$ cat config.mk
export PLATFORM = sky130hd
export DESIGN_NAME = ram_arbiter
export DESIGN_NICKNAME = d
export VERILOG_FILES = /design/src/rtl/ram_arbiter.sv
export SDC_FILE = /design/constraint.sdc
export NUM_CORES = 1
export LEC_CHECK = 0
export CORE_ASPECT_RATIO = 1.4
export CORE_MARGIN = 1
export CORE_UTILIZATION = 25
export DETAILED_ROUTE_END_ITERATION = 7
export PLACE_DENSITY_LB_ADDON = 0.1
export SKIP_CTS_REPAIR_TIMING = 1
export SLEW_MARGIN = 20
export SYNTH_ARGS = -nofsm -noshare
export SYNTH_HDL_FRONTEND = slang
export SYNTH_SLANG_ARGS = --single-unit
$ cat constraint.sdc
create_clock -name clk -period 1.72 [get_ports clk]
set_clock_uncertainty 0.15 [all_clocks]
set_input_delay 0.172 -clock clk [delete_from_list [all_inputs] [get_ports clk]]
set_output_delay 0.172 -clock clk [all_outputs]
set_load 0.03 [all_outputs]
$ cat src/rtl/ram_arbiter.sv
// Round-robin arbiter sharing one RAM between fetch (port 0) and load/store (port 1).
// Grants are combinational; read responses are registered one cycle after acceptance.
module ram_arbiter #(
  parameter int ADDR_BITS = 8,
  parameter int DATA_BITS = 8
) (
  input  logic                 clk,
  input  logic                 reset_n,
  input  logic                 req0_valid,
  input  logic                 req0_we,
  input  logic [ADDR_BITS-1:0] req0_addr,
  input  logic [DATA_BITS-1:0] req0_wdata,
  input  logic                 req0_lock,
  output logic                 req0_ready,
  output logic                 rsp0_valid,
  output logic [DATA_BITS-1:0] rsp0_rdata,
  input  logic                 req1_valid,
  input  logic                 req1_we,
  input  logic [ADDR_BITS-1:0] req1_addr,
  input  logic [DATA_BITS-1:0] req1_wdata,
  input  logic                 req1_lock,
  output logic                 req1_ready,
  output logic                 rsp1_valid,
  output logic [DATA_BITS-1:0] rsp1_rdata,
  output logic                 mem_rd_en,
  output logic [ADDR_BITS-1:0] mem_rd_addr,
  input  logic [DATA_BITS-1:0] mem_rd_data,
  output logic                 mem_wr_en,
  output logic [ADDR_BITS-1:0] mem_wr_addr,
  output logic [DATA_BITS-1:0] mem_wr_data
);

  logic                 last_grant;
  logic                 locked;
  logic                 lock_owner;
  logic                 any_grant;
  logic                 sel;
  logic                 g_we;
  logic                 g_lock;
  logic [ADDR_BITS-1:0] g_addr;
  logic [DATA_BITS-1:0] g_wdata;

  // A held lock excludes the other port even while the owner is idle.
  always_comb begin
    req0_ready = 1'b0;
    req1_ready = 1'b0;
    if (locked) begin
      if (lock_owner) req1_ready = req1_valid;
      else            req0_ready = req0_valid;
    end else if (req0_valid && req1_valid) begin
      if (last_grant) req0_ready = 1'b1;
      else            req1_ready = 1'b1;
    end else begin
      req0_ready = req0_valid;
      req1_ready = req1_valid;
    end
  end

  assign any_grant = req0_ready | req1_ready;
  assign sel       = req1_ready;
  assign g_we      = sel ? req1_we    : req0_we;
  assign g_lock    = sel ? req1_lock  : req0_lock;
  assign g_addr    = sel ? req1_addr  : req0_addr;
  assign g_wdata   = sel ? req1_wdata : req0_wdata;

  always_comb begin
    mem_rd_en   = 1'b0;
    mem_rd_addr = '0;
    mem_wr_en   = 1'b0;
    mem_wr_addr = '0;
    mem_wr_data = '0;
    if (any_grant) begin
      if (g_we) begin
        mem_wr_en   = 1'b1;
        mem_wr_addr = g_addr;
        mem_wr_data = g_wdata;
      end else begin
        mem_rd_en   = 1'b1;
        mem_rd_addr = g_addr;
      end
    end
  end

  always_ff @(posedge clk or negedge reset_n) begin
    if (!reset_n) begin
      last_grant <= 1'b1;
      locked     <= 1'b0;
      lock_owner <= 1'b0;
      rsp0_valid <= 1'b0;
      rsp1_valid <= 1'b0;
      rsp0_rdata <= '0;
      rsp1_rdata <= '0;
    end else begin
      rsp0_valid <= req0_ready && !req0_we;
      rsp1_valid <= req1_ready && !req1_we;
      if (req0_ready && !req0_we) rsp0_rdata <= mem_rd_data;
      if (req1_ready && !req1_we) rsp1_rdata <= mem_rd_data;
      if (any_grant) begin
        last_grant <= sel;
        // Only the owner can be granted while locked, so an unlocked transfer releases it.
        if (g_lock) begin
          locked     <= 1'b1;
          lock_owner <= sel;
        end else if (locked) begin
          locked <= 1'b0;
        end
      end
    end
  end

endmodule
==> summary.md <==
Measured against its own limit, the worst slew margin works out to 77.8%. Global routing used 14.4% of the available tracks across all layers. The floorplan step set the die height to 89.8 um.

The endpoint arrival time on the critical path was 1.71 ns. The repair_antennas step left the layout with diodes totalling 0. The region available for standard cell placement spans 5240 um2. The count of input and output buffers works out to 93. Synthesis produced a netlist with a net count of 193.

Clock tree synthesis found a total of 21 sinks. The final max-slew violation count came out at 0. Entering global routing, the biggest net connects 26 pins.

Number of global-route vias before repair: 1571. IR analysis of the VDD net gives a maximum drop of 1120 uV. Setup repair after global routing could not meet its margin everywhere. For this run, the number of Yosys warnings is 0. After detailed routing, the average wire length per cell comes to 13.6 um.

Detailed placement ended at an HPWL of 3290 um. Synthesis inferred 21 register bits. Of the post-synthesis cell area, the dominant cell type holds 36.4%. Leakage component of the power: 1.14 nW.

Register-to-register path setup slack: -0.06 ns. A synthesized cell averages 9.49 um2. The run gives 145 as the cell count after synthesis. The worst hold path belongs to the class in -> async.

The die covers 5810 um2. Counting distinct cell types in the post-synthesis netlist gives 28. Capture instance of the worst register-to-register path: rsp0_rdata[3]. The category of the critical setup timing path is reg -> out. The logs give 6950 um for the first-pass GRT wire length and 31 for the number of standard-cell rows in the floorplan.

Post-synthesis sequential area ratio: 38.3%. Of all cell types, the one taking the most synthesized area is sky130_fd_sc_hd__dfrtp_1. The remaining routing DRC violations came out at 0. At the pin with the least slew margin, the transition time is 0.332 ns. The worst path setup slack after routing is -0.313 ns. The pre-antenna-repair detailed-routing pass consisted of 4 iterations.

For the worst flop-to-flop path, the logic depth is 6. After routing the design area is 2860 um2. From synthesis to final layout, the design area changed by 108%. Buffers inserted during clock tree synthesis total 3. For this run, the post-layout net count is 307. The proportion of layout cells with a drive suffix above 1 works out to 44.6%. The detail route stage leaves a number of antenna-violating nets equal to 0.

94 I/O pins were placed. The total cell area at the placement stage came out at 2670 um2. STA classifies the critical path startpoint as a flop. The upper clock frequency limit is 0.492 GHz, and the final weighted congestion in routability-driven placement is 0.715.

After synthesis, the cell types taking the most area are sky130_fd_sc_hd__dfrtp_1, sky130_fd_sc_hd__mux2_2, sky130_fd_sc_hd__nand3_1. The H-tree depth came out at 1. The total power density per cell area came out at 1400 nW/um2. TritonCTS built the clock tree. Final global-route overflow total: 0. From left edge to right edge, the die measures 64.7 um.

The tools report the cell area after synthesis as 1380 um2. The tools report the CTS root buffer as sky130_fd_sc_hd__clkbuf_8. The tools report the final-report hold violation count as 0.

The run gives 0 as the initial antenna violation count. Data required time of the worst path: 1.40 ns. The tools report the via total after detailed routing as 1540. The checks that failed: setup timing. The initial core utilization is 26.3%. After layout, the worst path uses 118% of the clock period. The tools report the maximum count of clock buffers along a single path as 2.

The worst setup path is captured at a primary output. In this run, the number of DRC markers left after iteration 0 of detailed routing was 47. The count of max-cap constraint violations was 0; the top fanout value on the critical path was 5. The smallest clock period supported by the final layout is computed as 2.03 ns. The run finished, with violations left. The routed design has 4400 um of wire. The per-cell via count in the routed design is 4.75. Clock latency on the worst-skew pair, taken at its later pin, is 0.25 ns. The worst-case hold slack is 0.103 ns, and the register clock-pin slew on the reported worst setup and hold paths is 0.08 ns. Setup violations remaining at the end of the flow were counted as 35. The startpoint identified for the worst register-to-register timing path is last_grant.
[flip-flops by register name, indices dropped and copies added (netlist names)]
signal      cells
rsp0_valid      1
locked          1
rsp1_rdata      8
rsp1_valid      1
last_grant      1
rsp0_rdata      8
lock_owner      1
[cell families (layout without fill, tap and decap cells)]
kind of cell / Yosys count / in the layout / synth area share [%]
DFF: 21 / 21 / 38.3
buffers and inverters: 16 / 129 / 7.18
and+or+nand+nor: 60 / 60 / 26.7
muxes: 17 / 17 / 13.8
AOI/OAI and AO/OA: 31 / 31 / 14.0
[cell type report]
cell class	count	area, um2
Clock buffer	3	41.3
Clock inverter	1	5.00
Fill cell	484	2370
Inverter	4	22.5
Multi-Input combinational cell	108	980
Sequential cell	21	528
Tap cell	66	82.6
Timing Repair Buffer	121	1200
[critical path, stage by stage, from the launching register on]
cell and delay (ns):
sky130_fd_sc_hd__dfstp_2 0.57, sky130_fd_sc_hd__nand3b_4 0.09, sky130_fd_sc_hd__nand3_4 0.14, sky130_fd_sc_hd__buf_4 0.14, sky130_fd_sc_hd__mux2i_4 0.23, sky130_fd_sc_hd__and2_4 0.17
sky130_fd_sc_hd__buf_6 0.12
[metrics by stage]
| step | setup TNS (ns) | power (mW) | setup slack, ns | cells | utilization [%] |
|---|---|---|---|---|---|
| global placement | -11.11 | 3.50 | -0.350 | 316 | 50.9 |
| finish | -7.36 | 4.02 | -0.313 | 324 | 54.6 |
| detailed placement | -11.64 | 3.51 | -0.332 | 316 | 50.9 |
| floorplan | -0.772 | 2.46 | -0.0496 | 145 | - |
| global route | -10.11 | 4.22 | -0.397 | 324 | 54.6 |
| CTS | -9.82 | 3.85 | -0.389 | 320 | 51.8 |
[cells in the final DEF, fill, tap and decap left out, drive strengths merged]
| cell | n |
|---|---|
| a21o | 1 |
| a21oi | 25 |
| a31oi | 2 |
| and2 | 2 |
| buf | 55 |
| clkbuf | 4 |
| clkdlybuf4s50 | 63 |
| clkinv | 1 |
| dfrtp | 20 |
| dfstp | 1 |
| dlymetal6s2s | 2 |
| inv | 4 |
| mux2 | 16 |
| mux2i | 1 |
| nand2 | 3 |
| nand2b | 2 |
| nand3 | 33 |
| nand3b | 17 |
| nor2 | 2 |
| nor3 | 1 |
| o22a | 1 |
| o22ai | 1 |
| o311ai | 1 |
[cells in the mapped netlist]
| cell | number |
|---|---|
| sky130_fd_sc_hd__a21o_1 | 1 |
| sky130_fd_sc_hd__a21oi_1 | 25 |
| sky130_fd_sc_hd__a31oi_1 | 2 |
| sky130_fd_sc_hd__and2_1 | 2 |
| sky130_fd_sc_hd__buf_1 | 1 |
| sky130_fd_sc_hd__buf_2 | 6 |
| sky130_fd_sc_hd__buf_6 | 2 |
| sky130_fd_sc_hd__buf_8 | 1 |
| sky130_fd_sc_hd__clkbuf_1 | 2 |
| sky130_fd_sc_hd__dfrtp_1 | 20 |
| sky130_fd_sc_hd__dfstp_2 | 1 |
| sky130_fd_sc_hd__inv_1 | 2 |
| sky130_fd_sc_hd__inv_4 | 2 |
| sky130_fd_sc_hd__mux2_2 | 16 |
| sky130_fd_sc_hd__mux2i_1 | 1 |
| sky130_fd_sc_hd__nand2_1 | 3 |
| sky130_fd_sc_hd__nand2b_1 | 1 |
| sky130_fd_sc_hd__nand2b_2 | 1 |
| sky130_fd_sc_hd__nand3_1 | 32 |
| sky130_fd_sc_hd__nand3_4 | 1 |
| sky130_fd_sc_hd__nand3b_1 | 16 |
| sky130_fd_sc_hd__nand3b_2 | 1 |
| sky130_fd_sc_hd__nor2_1 | 1 |
| sky130_fd_sc_hd__nor2_4 | 1 |
| sky130_fd_sc_hd__nor3_1 | 1 |
| sky130_fd_sc_hd__o22a_1 | 1 |
| sky130_fd_sc_hd__o22ai_2 | 1 |
| sky130_fd_sc_hd__o311ai_4 | 1 |
[layer usage]
metal,GRT usage [%],part of all wire [%],up-vias
li1,-,-,757
met1,18.0,44,720
met2,24.9,49,61
met3,2.54,6.6,2
met4,3.89,0.32,0
met5,0,0,-
[worst max-delay path by stage]
stage                           from        endpoint  slack [ns]  cells after the start
final                     last_grant       mem_rd_en       -0.31                      6
after CTS                 last_grant  mem_wr_addr[5]       -0.39                      6
after global placement    req1_valid      req0_ready       -0.35                      5
after detailed placement  req1_valid      req0_ready       -0.33                      5
after floorplan               locked  mem_wr_data[3]       -0.05                      7
after global routing      last_grant       mem_rd_en       -0.40                      6
[power by group]
| group | internal [mW] | switching, mW |
|---|---|---|
| clock network | 0.161 | 0.158 |
| logic | 1.34 | 1.49 |
| registers | 0.735 | 0.128 |
(Power assumes the default switching activity.)
